## config.mk

```make
export PLATFORM = sky130hd
export DESIGN_NAME = uart_tx_param
export DESIGN_NICKNAME = d
export VERILOG_FILES = /design/src/rtl/uart_tx_param.sv
export SDC_FILE = /design/constraint.sdc
export NUM_CORES = 1
export LEC_CHECK = 0
export CAP_MARGIN = 20
export CORE_MARGIN = 8
export CORE_UTILIZATION = 34
export CTS_CLUSTER_SIZE = 10
export DETAILED_ROUTE_END_ITERATION = 8
export SLEW_MARGIN = 15
export SYNTH_ARGS = -nofsm -noshare
export SYNTH_HDL_FRONTEND = slang
export SYNTH_SLANG_ARGS = --single-unit
export TNS_END_PERCENT = 100
```

## constraint.sdc

```tcl
create_clock -name clk -period 3.4 [get_ports clk]
set_clock_uncertainty 0.2 [all_clocks]
set_input_delay 0.68 -clock clk [delete_from_list [all_inputs] [get_ports clk]]
set_output_delay 0.68 -clock clk [all_outputs]
set_load 0.01 [all_outputs]
```

## src/rtl/uart_tx_param.sv

```systemverilog
// Generic FIFO with occupancy count; read data is the current head entry.
// Latency: a write is visible at the head on the edge after it is accepted.
// Backpressure: wr_rdy = !full; simultaneous read and write leave count unchanged.
module uart_tx_fifo #(
    parameter int WIDTH = 8,
    parameter int DEPTH = 16
) (
    input  logic                   clk,
    input  logic                   rst,
    input  logic                   wr_vld,
    input  logic [WIDTH-1:0]       wr_dat,
    output logic                   wr_rdy,
    input  logic                   rd_en,
    output logic [WIDTH-1:0]       rd_dat,
    output logic [$clog2(DEPTH):0] count
);
    localparam int AW = $clog2(DEPTH);
    localparam logic [AW:0] FULL_CNT = (AW+1)'(DEPTH);

    logic [WIDTH-1:0] mem [DEPTH];
    logic [AW-1:0]    wr_ptr;
    logic [AW-1:0]    rd_ptr;
    logic             push;
    logic             pop;

    assign wr_rdy = (count != FULL_CNT);
    assign push   = wr_vld && wr_rdy;
    assign pop    = rd_en && (count != '0);
    assign rd_dat = mem[rd_ptr];

    always_ff @(posedge clk) begin
        if (rst) begin
            wr_ptr <= '0;
            rd_ptr <= '0;
            count  <= '0;
        end else begin
            if (push) wr_ptr <= wr_ptr + AW'(1);
            if (pop)  rd_ptr <= rd_ptr + AW'(1);
            case ({push, pop})
                2'b10:   count <= count + (AW+1)'(1);
                2'b01:   count <= count - (AW+1)'(1);
                default: count <= count;
            endcase
        end
    end

    always_ff @(posedge clk) begin
        if (push) mem[wr_ptr] <= wr_dat;
    end
endmodule

// UART transmitter with byte FIFO, run-time divisor, parity mode and stop-bit count.
// Latency: start bit begins on the edge after a byte lands in an empty FIFO; frames chain with no gap.
// Backpressure: s_ready = FIFO not full (registered count); a pop frees a slot only for the next edge.
module uart_tx_param #(
    parameter int DATA_BITS  = 8,
    parameter int FIFO_DEPTH = 16
) (
    input  logic                        clk,
    input  logic                        rst,
    input  logic                        s_valid,
    input  logic [7:0]                  s_data,
    output logic                        s_ready,
    input  logic [15:0]                 baud_div,
    input  logic [1:0]                  parity_mode,
    input  logic                        stop_bits,
    output logic                        tx,
    output logic                        busy,
    output logic                        tx_done,
    output logic [$clog2(FIFO_DEPTH):0] fifo_count
);
    localparam logic [2:0] ST_IDLE   = 3'd0;
    localparam logic [2:0] ST_START  = 3'd1;
    localparam logic [2:0] ST_DATA   = 3'd2;
    localparam logic [2:0] ST_PARITY = 3'd3;
    localparam logic [2:0] ST_STOP   = 3'd4;
    localparam logic [2:0] LAST_BIT  = 3'(DATA_BITS - 1);

    logic [2:0]           state;
    logic [15:0]          div_q;
    logic [15:0]          bit_cnt;
    logic [2:0]           bit_idx;
    logic                 par_en;
    logic                 par_bit;
    logic                 stop2;
    logic                 stop_idx;
    logic [DATA_BITS-1:0] shreg;
    logic [DATA_BITS-1:0] head;
    logic                 bit_end;
    logic                 pop;
    logic                 unused_hi;

    // Upper payload bits are dropped in narrow builds.
    assign unused_hi = ^s_data;

    uart_tx_fifo #(
        .WIDTH (DATA_BITS),
        .DEPTH (FIFO_DEPTH)
    ) u_fifo (
        .clk    (clk),
        .rst    (rst),
        .wr_vld (s_valid),
        .wr_dat (s_data[DATA_BITS-1:0]),
        .wr_rdy (s_ready),
        .rd_en  (pop),
        .rd_dat (head),
        .count  (fifo_count)
    );

    assign bit_end = (bit_cnt == div_q);
    assign busy    = (state != ST_IDLE);
    // Pop either from idle or on the very edge that closes the last stop bit.
    assign pop     = (fifo_count != '0) &&
                     ((state == ST_IDLE) ||
                      ((state == ST_STOP) && bit_end && (stop_idx == stop2)));

    always_ff @(posedge clk) begin
        if (rst) begin
            state    <= ST_IDLE;
            tx       <= 1'b1;
            tx_done  <= 1'b0;
            div_q    <= '0;
            bit_cnt  <= '0;
            bit_idx  <= '0;
            par_en   <= 1'b0;
            par_bit  <= 1'b0;
            stop2    <= 1'b0;
            stop_idx <= 1'b0;
            shreg    <= '0;
        end else begin
            tx_done <= 1'b0;
            if (state != ST_IDLE) bit_cnt <= bit_end ? 16'd0 : bit_cnt + 16'd1;

            case (state)
                ST_IDLE: ;
                ST_START: if (bit_end) begin
                    state   <= ST_DATA;
                    bit_idx <= '0;
                    tx      <= shreg[0];
                end
                ST_DATA: if (bit_end) begin
                    if (bit_idx == LAST_BIT) begin
                        stop_idx <= 1'b0;
                        state    <= par_en ? ST_PARITY : ST_STOP;
                        tx       <= par_en ? par_bit : 1'b1;
                    end else begin
                        bit_idx <= bit_idx + 3'd1;
                        shreg   <= shreg >> 1;
                        tx      <= shreg[1];
                    end
                end
                ST_PARITY: if (bit_end) begin
                    state <= ST_STOP;
                    tx    <= 1'b1;
                end
                ST_STOP: if (bit_end) begin
                    if (stop_idx != stop2) begin
                        stop_idx <= 1'b1;
                    end else begin
                        tx_done <= 1'b1;
                        state   <= ST_IDLE;
                        tx      <= 1'b1;
                    end
                end
                default: begin
                    state <= ST_IDLE;
                    tx    <= 1'b1;
                end
            endcase

            // Frame load overrides the stop-to-idle transition for back-to-back frames.
            if (pop) begin
                shreg   <= head;
                div_q   <= baud_div;
                par_en  <= (parity_mode == 2'd1) || (parity_mode == 2'd2);
                par_bit <= (parity_mode == 2'd1) ? ~^head : ^head;
                stop2   <= stop_bits;
                bit_cnt <= '0;
                tx      <= 1'b0;
                state   <= ST_START;
            end
        end
    end
endmodule

```

# Yosys cells after proc, flatten, opt, wreduce, memory -nomap -nowiden
# Memories as Yosys holds them, arrays and structs flattened. A register that Yosys moved wholly into a read port is not among the register bits.
# Index checks and enable logic that the tools add are counted.
[totals]
ff_bits = 65
ramBits = 128
in_bits = 30
word_cells = 118
mem_count = 1
[op_classes]
addsub = 6
eq_ne = 29
muxes = 39
bitwise_logic = 3
n_reduce_logical = 25
[memory_table]
columns = ["name", "depth", "width", "rd", "rd_ports_with_merged_regs", "write_ports", "line_no", "source"]
rows = [
  ["u_fifo.mem", 16, 8, 1, 1, 1, "20", "logic [WIDTH-1:0] mem [DEPTH];"],
]
[ops]
columns = ["operator", "count"]
rows = [
  ["$mux W8", 4],
  ["$mux W3", 10],
  ["$ne A3 B2 Y1 const B", 6],
  ["$mux W1", 17],
  ["$add A16 B1 Y16 const B", 1],
  ["$eq A16 B16 Y1", 1],
  ["$mux W16", 1],
  ["$pmux W3 S5", 1],
  ["$ne A2 B2 Y1 const B", 7],
  ["$reduce_and A7 Y1", 2],
  ["$pmux W5 S2", 1],
  ["$reduce_bool A2 Y1", 5],
  ["$add A4 B1 Y4 const B", 2],
  ["$mux W4", 2],
  ["$reduce_xnor A8 Y1", 1],
  ["$reduce_xor A8 Y1", 1],
  ["$eq A3 B2 Y1 const B", 2],
  ["$eq A3 B3 Y1 const B", 2],
  ["$ne A2 B1 Y1 const B", 3],
  ["$pmux W3 S2", 1],
  ["$reduce_and A6 Y1", 1],
  ["$add A5 B1 Y5 const B", 1],
  ["$logic_and A1 B1 Y1", 5],
  ["$ne A5 B5 Y1 const B", 1],
  ["19 further kinds", 24],
]

# Logic depth before layout (Yosys ltp)
# Gate-level depths: netlist (run 1).
[depth]
depth_word = 8
mapped_depth = 17

# Hierarchy
# From an unflattened synthesis (run 1), not the netlist that was laid out.
[unflattened]
hier_cells = 640
area_unflattened_um2 = 8411.8
[modules_own_cells]
columns = ["mod", "n_inst", "cells_each", "area_per_inst_um2"]
rows = [
  ["uart_tx_fifo", 1, 328, 5843.1],
  ["uart_tx_param", 1, 312, 2568.7],
]

# Worst setup path after synthesis (run 1)
# No wires, ideal clock.
[synth_timing]
path_kind = "flip-flop to flip-flop"
startpoint = "register bit_cnt[2]"
endpoint = "register u_fifo.count[4]"
setup_time_ns = 0.071
t_arrival_ns = 3.435
t_required_ns = 3.129
slack_ns = -0.306
path_stages_with_launch = 18
n_path_buf = 2
synth_period_minus_slack_ns = 3.706
path_cell_list = "dfxtp_1 > clkbuf_1 > xnor2_1 > nand4_1 > nor4_1 > a21oi_1 > or2_2 > clkinv_1 > buf_1 > ha_1 > inv_1 > fa_1 > inv_1 > a21o_1 > a21oi_1 > xnor2_1 > or3_1 > a21oi_1"
[synth_via]
elab_chain_len = 8
word_cells_on_any_way = 10
classes_between = "eq/ne: 3; mux: 1; reduce/logical: 6"
[synth_rtl]
columns = ["element", "line_no", "source"]
rows = [
  ["start: declaration", "81", "logic [15:0] bit_cnt;"],
  ["start signal: assignment", "132", "if (state != ST_IDLE) bit_cnt <= bit_end ? 16'd0 : bit_cnt + 16'd1;"],
  ["$eq A16 B16 Y1 (*)", "110", "assign bit_end = (bit_cnt == div_q);"],
  ["$logic_and A1 B1 Y1 (*) (2 in a row)", "115", "((state == ST_STOP) && bit_end && (stop_idx == stop2)));"],
  ["$logic_or A1 B1 Y1 (*)", "114", "((state == ST_IDLE) ||"],
  ["$logic_and A1 B1 Y1 (*)", "113", "assign pop = (fifo_count != '0) &&"],
  ["$logic_and A1 B1 Y1 (*)", "28", "assign pop = rd_en && (count != '0);"],
  ["named net u_fifo.pop", "24", "logic pop;"],
  ["$eq A2 B1 Y1 or $eq A2 B2 Y1 (tied branches)", "39", "case ({push, pop})"],
  ["$pmux W5 S2 or $reduce_bool A2 Y1 (tied branches)", "--", ""],
  ["end signal: assignment", "40", "2'b10: count <= count + (AW+1)'(1);"],
  ["end signal: assignment", "41", "2'b01: count <= count - (AW+1)'(1);"],
  ["end signal: assignment", "42", "default: count <= count;"],
  ["end: declaration", "15", "output logic [$clog2(DEPTH):0] count"],
]
# Mark *: on every way through the listed nets, which the timed path passes. The rest lies on a longest branch.
# A chain may end at the register's enable or synchronous reset.

# Worst setup path after layout (run 1)
[layout_timing]
startpoint = "register state[0]"
endpoint = "output busy"
[layout_via]
elab_chain_len = 1
[layout_rtl]
columns = ["element", "line_no", "source"]
rows = [
  ["start: declaration", "79", "logic [2:0] state;"],
  ["start signal: assignment", "144", "state <= par_en ? ST_PARITY : ST_STOP;"],
  ["$reduce_bool A3 Y1", "111", "assign busy = (state != ST_IDLE);"],
  ["end: declaration", "68", "output logic busy,"],
]
# No other way between the ends.

==> results.md, run 1 <==
* Critical Path Sink Type: primary output
* Sink Count at just under 200
* Syn Inst Count at 599
* Setup-failing EPs final at 0
* Total negative setup slack at 0 ns
* Htree depth at 4
* Number of global-route vias before repair at approximately 5,100
* DR vias/cell at about 4.8
* P&R area growth vs syn at 18.7%
* Clock latency on the worst-skew pair at approximately 0.43 ns
* Combinational power share at 0.320
* Global-route wire length before repair at around 27 mm
* Number of distinct library cells after synthesis at 45
* Fin nets at a little over 700
* Int Pwr at 4940 uW
* Post-Synth XOR/XNOR Area at 0.0560
* Routability cong. at slightly above 0.8
* Net Sw Frac at 0.317
* Clk pin slew, worst setup/hold paths at about 0.070 ns
* CP required at 2.52 ns
* Synth area leaders: edfxtp_1, dfxtp_1, mux4_2
* Peak supply drop at 0.396 mV
* Non-filler cells in the finished layout at 998
* # Post-CTS Setup Buffers at 0
* M3 GR Usage at 0.0278
* Slew HR at 0.571
* GR Util met1 at 0.146
* Leak at ~0.0033 uW
* Crit path max fanout at 10
* Critical Path AT at 2.34 ns
* Ys flop type: edfxtp_1
* Max clock buf depth at 2
* Sequential fraction of the synthesis area at 0.636
* Row cnt at 57
* Antenna violations before repair at 0
* Post-Syn Area at a little over 8000 um2
* Avg WL per Cell at about 16 um
* Worst Hold Class: reg -> reg
* IO buf count at 38
* Final hold viol count at 0
* Die footprint at a little under 30,000 um2
* Synth Area in Compound Gates at 0.0501
* Clk pwr share at 0.273
* Placed cells at around 970
* Drt total wl at 16.5 mm
* Share of the synthesized area in the top cell type at 0.468
* Yosys warns at 0
* Initial DRC Count at between 200 and 300
* Crit-path cells: nor3_1, clkinv_1, clkdlybuf4s50_1
* Tcrit/Tclk final at 0.947
* Gr busiest metal: met2
* Adder-cell share of the synthesized area at 0.0238
* Num ports at 39
* Worst slack at placement at -0.0217 ns
* # diodes at 0
* Max Fclk at slightly above 300 MHz
* Post-synth net total at about 640
* Power density over cell area at around 740 nW/um2
* Hold-fix buffers, CTS at 0
* CP Class: reg -> out
* Share of cells above drive strength 1 at 0.159
* DRT Pass-1 Iters at 5
* Worst slew pin tran at around 0.64 ns
* Synth Area per Inst at roughly 14 um2
* Seq cells post-synth at about 200
* Post-DP HPWL at roughly 11 mm
* Post-synthesis mux area share at 0.105
* Crit-path slowest cell: clkdlybuf4s50_1
* Minimum clock period at 3.22 ns
* Global Route met2 Usage at 0.197
* RSZ-0062 raised after global routing: false
* Gr ovfl total at 0
* CTS tree: yes
* Clk root buf: clkbuf_16
* Starting Density at 0.342
* TritonCTS Buffers at 17
* Fin. max-slew vios at 0
* Async SR Flop Fraction at 0
* Largest stage delay, worst path at a little under 0.6 ns
* Core footprint at between 20,000 and 25,000 um2
* DRC at 0
* Setup WS post-layout at around 0.18 ns
* Via count at between 4,000 and 5,000
* Die Height at between 150 and 200 um
* Switching Power at ~2300 uW
* Gr usage total at 0.118
* Post-layout util at 0.406
* Max Cap Viol at 0
* Synth area leader: edfxtp_1
* Status: complete, no violations
* Largest family of logic cells by synthesized area: multiplexers
* Sequential share of power at 0.407
* CP startpoint kind: register
* Largest net degree at the start of global routing at 51
* Die width at approximately 170 um
* Post-synth EDFFs at 128
* Fill count at approximately 2,200
* ANT nets after route at 0
* Simple-gate area share of the yosys netlist at 0.103
routing by layer:
| metal | part of all wire | up-vias |
|---|---|---|
| li1 | - | 2329 |
| met1 | 0.45 | 2359 |
| met2 | 0.49 | 109 |
| met3 | 0.045 | 14 |
| met4 | 0.010 | 0 |
| met5 | 0 | - |
repair_timing:
item                                    CTS  global route
pin swaps                                 3             7
endpoints found under the setup margin    1             1
gates resized for setup                   3            10
placed cells by master (no fill, tap or decap), types with 3 or more instances in the layout:
cell / count
a21boi_0: 3
a21oi_1: 36
a22oi_1: 12
a31oi_1: 3
and3_1: 5
buf_4: 35
clkbuf_16: 17
clkdlybuf4s50_1: 37
clkinv_1: 3
dfxtp_1: 62
dfxtp_2: 7
edfxtp_1: 128
ha_1: 13
inv_1: 10
inv_8: 3
mux4_1: 11
mux4_2: 25
nand2_1: 68
nand2b_1: 3
nand3_1: 23
nand4_1: 8
nor2_1: 56
nor3_1: 14
o21ai_0: 6
or3_1: 3
xnor2_1: 27
xnor3_1: 3
xor2_1: 15
layout make-up:
class | count | area, um2 | share of cell area
inverter | 12 | 45.0 | 0.00462
tap | 324 | 405 | 0.0416
sequential | 197 | 5230 | 0.536
clock buffer | 18 | 429 | 0.0440
multi-input combinational | 359 | 2820 | 0.289
clock inverter | 13 | 148 | 0.0151
timing repair buffer | 75 | 678 | 0.0695
cells by family after synthesis:
logic type / count (synthesis)
and+or+nand+nor: 191
DFF: 197
muxes: 37
adders and majority gates: 15
AOI/OAI and AO/OA: 69
xor gates and xnor gates: 47
buffers and inverters: 43
synthesized netlist by cell type (3+ instances only):
cell type    n
a21boi_0     3
a21oi_1     37
a22oi_1     12
a31oi_1      3
and3_1       5
buf_1        4
clkbuf_1    20
dfxtp_1     69
edfxtp_1   128
ha_1        14
inv_1       10
mux4_1      11
mux4_2      25
nand2_1     68
nand2b_1     3
nand3_1     23
nand4_1      8
nor2_1      56
nor3_1      14
o21ai_0      6
or3_1        3
xnor2_1     28
xnor3_1      3
xor2_1      15
through the flow:
stage | hold slack, ns | cell area [um2] | power (uW)
floorplan | 0.236 | 8230 | 4670
global placement | 0.253 | 9140 | 5210
detailed placement | 0.263 | 9140 | 5270
CTS | 0.272 | 9730 | 7280
global route | 0.286 | 9760 | 7660
finish | 0.270 | 9760 | 7240
state kept, by name (all words and copies together) (netlist names), named ones only:
signal         flops
shreg              8
tx                 1
u_fifo.wr_ptr      4
u_fifo.count       5
stop2              1
par_en             1
bit_cnt           16
par_bit            1
state              3
u_fifo.rd_ptr      4
tx_done            1
u_fifo.mem       128
stop_idx           1
div_q             16
bit_idx            3
worst paths after layout:
check                                 from               to  slack, ns  cells after the start
worst max-delay path              state[0]             busy       0.18                      3
worst min-delay path             div_q[10]        div_q[10]       0.27                      2
worst max register to register  bit_cnt[4]  u_fifo.count[4]       0.22                     15
worst min register to register   div_q[10]        div_q[10]       0.27                      2
power groups by stage:
stage	sequential (uW)	clock [uW]	combinational (uW)
2_1_floorplan	2950	0	1710
3_3_place_gp	2980	0	2230
3_5_place_dp	2990	0	2270
4_1_cts	2940	2020	2310
5_1_grt	2970	2110	2580
6_report	2940	1980	2320
critical path: cells and delay by family (launching register included):
family | cells | cell delay (ns)
buffers and inverters | 2 | 0.98
flip-flops | 1 | 0.39
AND/OR/NAND/NOR | 1 | 0.55
Note: power is estimated with default switching activity, not from simulation.
==> inputs of run 2 (changes only) <==
--- a/config.mk
+++ b/config.mk
@@ -10,6 +10,7 @@
 export CORE_UTILIZATION = 34
 export CTS_CLUSTER_SIZE = 10
 export DETAILED_ROUTE_END_ITERATION = 8
+export GPL_TIMING_DRIVEN = 0
 export SLEW_MARGIN = 15
 export SYNTH_ARGS = -nofsm -noshare
 export SYNTH_HDL_FRONTEND = slang
==> run 2 against run 1 <==
Combinational power increased by 7%. Total power increased by 3.4%. Worst setup slack got worse by 0.045 ns. Wire length increased by 2.9%. Critical path type is now reg -> reg. Largest cell class unchanged. Highest routed layer unchanged.
==> results.md, run 2 (synthesis gave the netlist of run 1 again) <==
* Starting Density at 0.342
* Sink Count at just under 200
* Max Fclk at around 300 MHz
* DP Area at 9050 um2
* Avg WL per Cell at roughly 17 um
* Crit path max fanout at 10
* CP startpoint kind: register
* P&R area growth vs syn at 19.0%
* Clock latency on the worst-skew pair at roughly 0.44 ns
* Via count at 4,768
* CTS tree: yes
* Number of global-route vias before repair at ~4,700
* Clk pin slew, worst setup/hold paths at about 0.070 ns
* CP required at between 3 and 4 ns
* Leak at roughly 0.0032 uW
* Worst Hold Class: reg -> reg
* Die width at 171 um
* Routability cong. at ~0.79
* Most common cell after layout, fill and taps aside: edfxtp_1
* Critical path's top delay family: simple AND/OR/NAND/NOR gates
* Crit-path cells: xnor2_2, nand4_1, nor4_4, a21oi_2, or2_4, clkinv_4, buf_12, ha_4, inv_2, fa_2, inv_1, a21o_1, a21oi_1, xnor2_1, or3_1, a21oi_2
* Max Cap Viol at 0
* CP Class: reg -> reg
* Largest net degree at the start of global routing at 19
* Critical Path Sink Type: register
* Minimum clock period at 3.27 ns
* RSZ-0062 raised after global routing: true
* Clk root buf: clkbuf_16
* Multi-input logic area at 2880 um2
* Slew HR at 0.357
* Storage cell area at between 5000 and 6000 um2
* Htree depth at 4
* Fin nets at slightly above 700
* Max FFs per register at ~130
* Gr usage total at 0.120
* Die footprint at around 30,000 um2
* Row cnt at between 50 and 60
* Power density over cell area at approximately 770 nW/um2
* Antenna violations before repair at 0
* DR vias/cell at roughly 4.8
* Post-DP HPWL at ~11 mm
* ANT nets after route at 0
* Num ports at 39
* Final hold viol count at 0
* Die Height at about 170 um
* Gr ovfl total at 0
* Worst slew pin tran at about 0.96 ns
* Status: complete, no violations
* Initial DRC Count at ~320
* DRT Pass-1 Iters at 4
* TritonCTS Buffers at 17
* Peak supply drop at ~0.33 mV
* Critical Path AT at 3.43 ns
* Drt total wl at around 17 mm
* Crit path buf inv count at 4
* Post-Layout Inst Area at approximately 10000 um2
* Crit-path most repeated cell: a21oi_2
* Global-route wire length before repair at between 20 and 30 mm
* Design Power at 7480 uW
* Tcrit/Tclk final at 0.961
* Share of cells above drive strength 1 at 0.147
* Max clock buf depth at 2
* Setup-failing EPs final at 0
* Core footprint at 24,000 um2
* Largest stage delay, worst path at roughly 0.4 ns
* WHS at around 0.27 ns
* Fin. max-slew vios at 0
* DRC at 0
* # diodes at 0
* Largest regs: u_fifo.mem (128), bit_cnt (16), div_q (16)
* Crit-path slowest cell: dfxtp_1
* Largest Register: u_fifo.mem
* IO buf count at 37
* Fill count at between 2,000 and 2,500
* Most frequent cells in the layout: edfxtp_1, nand2_1, dfxtp_1
## run 2: final cells by class
class | instances | area share
Tap cell | 324 | 0.0415
Timing Repair Buffer | 43 | 0.0425
Clock inverter | 14 | 0.0172
Multi-Input combinational cell | 359 | 0.294
Sequential cell | 197 | 0.536
Inverter | 12 | 0.00512
Clock buffer | 18 | 0.0439
Buffer | 31 | 0.0196
## run 2: power breakdown
| part | switching, uW | internal [uW] | total [uW] |
|---|---|---|---|
| combinational | 1340 | 1160 | 2490 |
| clock | 943 | 1110 | 2050 |
| sequential | 160 | 2780 | 2940 |
## run 2: layer usage
| metal | vias up | wire, um | track usage |
|---|---|---|---|
| li1 | 2327 | - | - |
| met1 | 2336 | 7980 | 0.157 |
| met2 | 93 | 8020 | 0.190 |
| met3 | 12 | 786 | 0.0358 |
| met4 | 0 | 139 | 0.0340 |
| met5 | - | 0 | 0 |
## run 2: worst paths after layout
| check | slack (ns) | end | cells after the start | from |
|---|---|---|---|---|
| max reg2reg | 0.13 | u_fifo.count[4] | 16 | div_q[8] |
| min reg2reg | 0.27 | par_bit | 2 | par_bit |
| min | 0.27 | par_bit | 2 | par_bit |
| max | 0.13 | u_fifo.count[4] | 16 | div_q[8] |
## run 2: worst min-delay path, stage by stage, from the launching register on
cell and delay (ns):
dfxtp_1 0.31, nand2_1 0.07, a21oi_2 0.05
## run 2: what timing repair did
action | 4_1_cts | 5_1_grt
gates resized for setup | 16 | 13
hold buffers | 0 | 0
setup endpoints to repair | 4 | 3
endpoints found under the hold margin | 0 | 0
pin swaps | 4 | 9
setup buffers | 2 | 0
## run 2: per-stage QoR
stage | setup WS, ns | utilization | instances | TNS, ns
2_1_floorplan | 0.00958 | - | 599 | 0
3_3_place_gp | -0.500 | 0.375 | 960 | -8.55
3_5_place_dp | -0.524 | 0.377 | 964 | -0.868
4_1_cts | 0.0492 | 0.405 | 998 | 0
5_1_grt | -0.0466 | 0.407 | 998 | -0.0466
6_report | 0.134 | 0.407 | 998 | 0
==> inputs of run 3 (changes only) <==
--- a/config.mk
+++ b/config.mk
@@ -11,6 +11,7 @@
 export CTS_CLUSTER_SIZE = 10
 export DETAILED_ROUTE_END_ITERATION = 8
 export GPL_TIMING_DRIVEN = 0
+export RECOVER_POWER = 25
 export SLEW_MARGIN = 15
 export SYNTH_ARGS = -nofsm -noshare
 export SYNTH_HDL_FRONTEND = slang
==> run 3 against run 2 <==
Worst setup slack worse by 0.00073 ns. Core utilization is the same. Final cell count unchanged. Register-to-register slack is essentially flat. Wire length is 0.31% higher. Non-clock buffer count unchanged. Maximum frequency hardly changed. Combinational power about the same. Critical path type unchanged. Critical endpoint unchanged. Highest routed layer unchanged.
==> results.md, run 3 (synthesis gave the netlist of run 1 again) <==
* Status: complete, no violations
* Number of global-route vias before repair at between 4,000 and 5,000
* R2r setup slk at between 0.1 and 0.15 ns
* Most frequent cells in the layout: edfxtp_1, nand2_1, dfxtp_1
* Non-filler cells in the finished layout at around 1,000
* Fin nets at slightly above 700
* Htree depth at 4
* WHS at between 0.2 and 0.3 ns
* Initial DRC Count at around 290
* Critical Path Sink Type: register
* Critical path's top delay family: simple AND/OR/NAND/NOR gates
* Critical Path Stages at 16
* CP Class: reg -> reg
* Max Fclk at roughly 300 MHz
* Clk root buf: clkbuf_16
* M3 GR Usage at 0.0358
* CTS tree: yes
* Largest regs: u_fifo.mem (128), bit_cnt (16), div_q (16)
* GR Util met1 at 0.157
* Max Cap Viol at 0
* Die Height at around 170 um
* Die width at ~170 um
* Sink Count at 197
* Crit-path cells: xnor2_2, nand4_1, nor4_4, a21oi_2, or2_4, clkinv_4, buf_12, ha_4, inv_2, fa_2, inv_1, a21o_1, a21oi_1, xnor2_1, or3_1, a21oi_2
* Max FFs per register at ~130
* Gr ovfl total at 0
* Max clock buf depth at 2
* Minimum clock period at roughly 3.3 ns
* Die footprint at between 20,000 and 30,000 um2
* Peak supply drop at roughly 0.33 mV
* Largest stage delay, worst path at between 0.3 and 0.4 ns
* RSZ-0062 raised after global routing: true
* Crit-path most repeated cell: a21oi_2
* Num ports at 39
* Clk pin slew, worst setup/hold paths at 0.07 ns
* Leak at approximately 0.0032 uW
* Critical Path Sink: u_fifo.count[4]
* Row cnt at 57
* Core footprint at around 24,000 um2
* Most common cell after layout, fill and taps aside: edfxtp_1
* Avg WL per Cell at approximately 17 um
* IO buf count at 37
* Tcrit/Tclk final at 0.961
* Setup-failing EPs final at 0
* Worst slew pin tran at 0.982 ns
* Worst R2R Path Depth at 16
* Final hold viol count at 0
* Gr usage total at 0.120
* Drt total wl at between 15 and 20 mm
* Slew HR at 0.343
* Placed cells at around 960
* R2R Path End: u_fifo.count[4]
* DRT Pass-1 Iters at 4
* Largest net degree at the start of global routing at 19
* Global Route met2 Usage at 0.190
* DRC at 0
* Antenna violations before repair at 0
* Via count at about 4,800
* Largest Register: u_fifo.mem
* Routability cong. at between 0.7 and 0.8
* Worst Hold Class: reg -> reg
* Gr busiest metal: met2
* Global-route wire length before repair at 26.7 mm
* DR vias/cell at ~4.8
* Fin. max-slew vios at 0
* Clock latency on the worst-skew pair at 0.44 ns
* Share of cells above drive strength 1 at 0.147
* Total negative setup slack at 0 ns
* Post-DP HPWL at 11.4 mm
* Worst flop-to-flop path startpoint: div_q[8]
* CP startpoint kind: register
* Critical Path AT at roughly 3.4 ns
* Crit path max fanout at 10
* TritonCTS Buffers at 17
* Critical Path Source: div_q[8]
* Power density over cell area at ~770 nW/um2
* # diodes at 0
* P&R area growth vs syn at 19.0%
* Crit-path slowest cell: dfxtp_1
* Crit path buf inv count at 4
* CP required at around 3.6 ns
* ANT nets after route at 0
* Starting Density at 0.342
==> run 3: cell types whose count changed in the layout (fill, tap and decap cells not counted), sizes merged <==
cell,previous run,this run
clkdlybuf4s50,37,31
dlygate4sd3,0,6
==> run 3: report_power, final <==
part | internal, uW | leakage (uW) | total (uW) | switching [uW]
sequential | 2780 | 0.00172 | 2940 | 161
combinational | 1150 | 0.00121 | 2490 | 1340
clock | 1110 | 0.000295 | 2050 | 944
==> run 3: worst min-delay path by stage <==
stage / cells past startpoint / start / to
after floorplan: 2 / par_bit / par_bit
after global placement: 2 / par_bit / par_bit
after detailed placement: 2 / par_bit / par_bit
after CTS: 2 / par_bit / par_bit
after global routing: 2 / par_bit / par_bit
final: 2 / par_bit / par_bit
==> run 3: final cells by class <==
class                   count  area, um2
plain buffers              31        191
clock buffers              18        429
inverters                  12       50.0
multi-input cells         359       2880
well taps                 324        405
clock inverters            14        168
fillers                  2268      14300
flip-flops and latches    197       5240
repair buffers             43        415
==> run 3: metrics by stage <==
stage,power [uW],util,worst slack [ns],instance area [um2]
3_3_place_gp,5330,0.375,-0.500,9000
4_1_cts,7540,0.405,0.0492,9730
2_1_floorplan,4670,-,0.00958,8230
3_5_place_dp,5350,0.377,-0.524,9050
5_1_grt,7910,0.407,-0.0466,9770
6_report,7490,0.407,0.133,9770
==> run 3: worst min-delay path, stage by stage, from the launching register on <==
cell and delay, ns:
dfxtp_1 0.31, nand2_1 0.07, a21oi_2 0.05
==> run 3: repair_timing <==
action | 4_1_cts | 5_1_grt
hold buffers | 0 | 0
setup buffers | 2 | 0
pin swaps | 4 | 9
resized for setup | 16 | 13
endpoints found under the setup margin | 4 | 3
==> run 3: routing by layer <==
layer  vias to the layer above  routed length, um
li1                       2328                  -
met1                      2335               8090
met2                        89               7970
met3                        17                737
met4                         0                189
met5                         -                  0
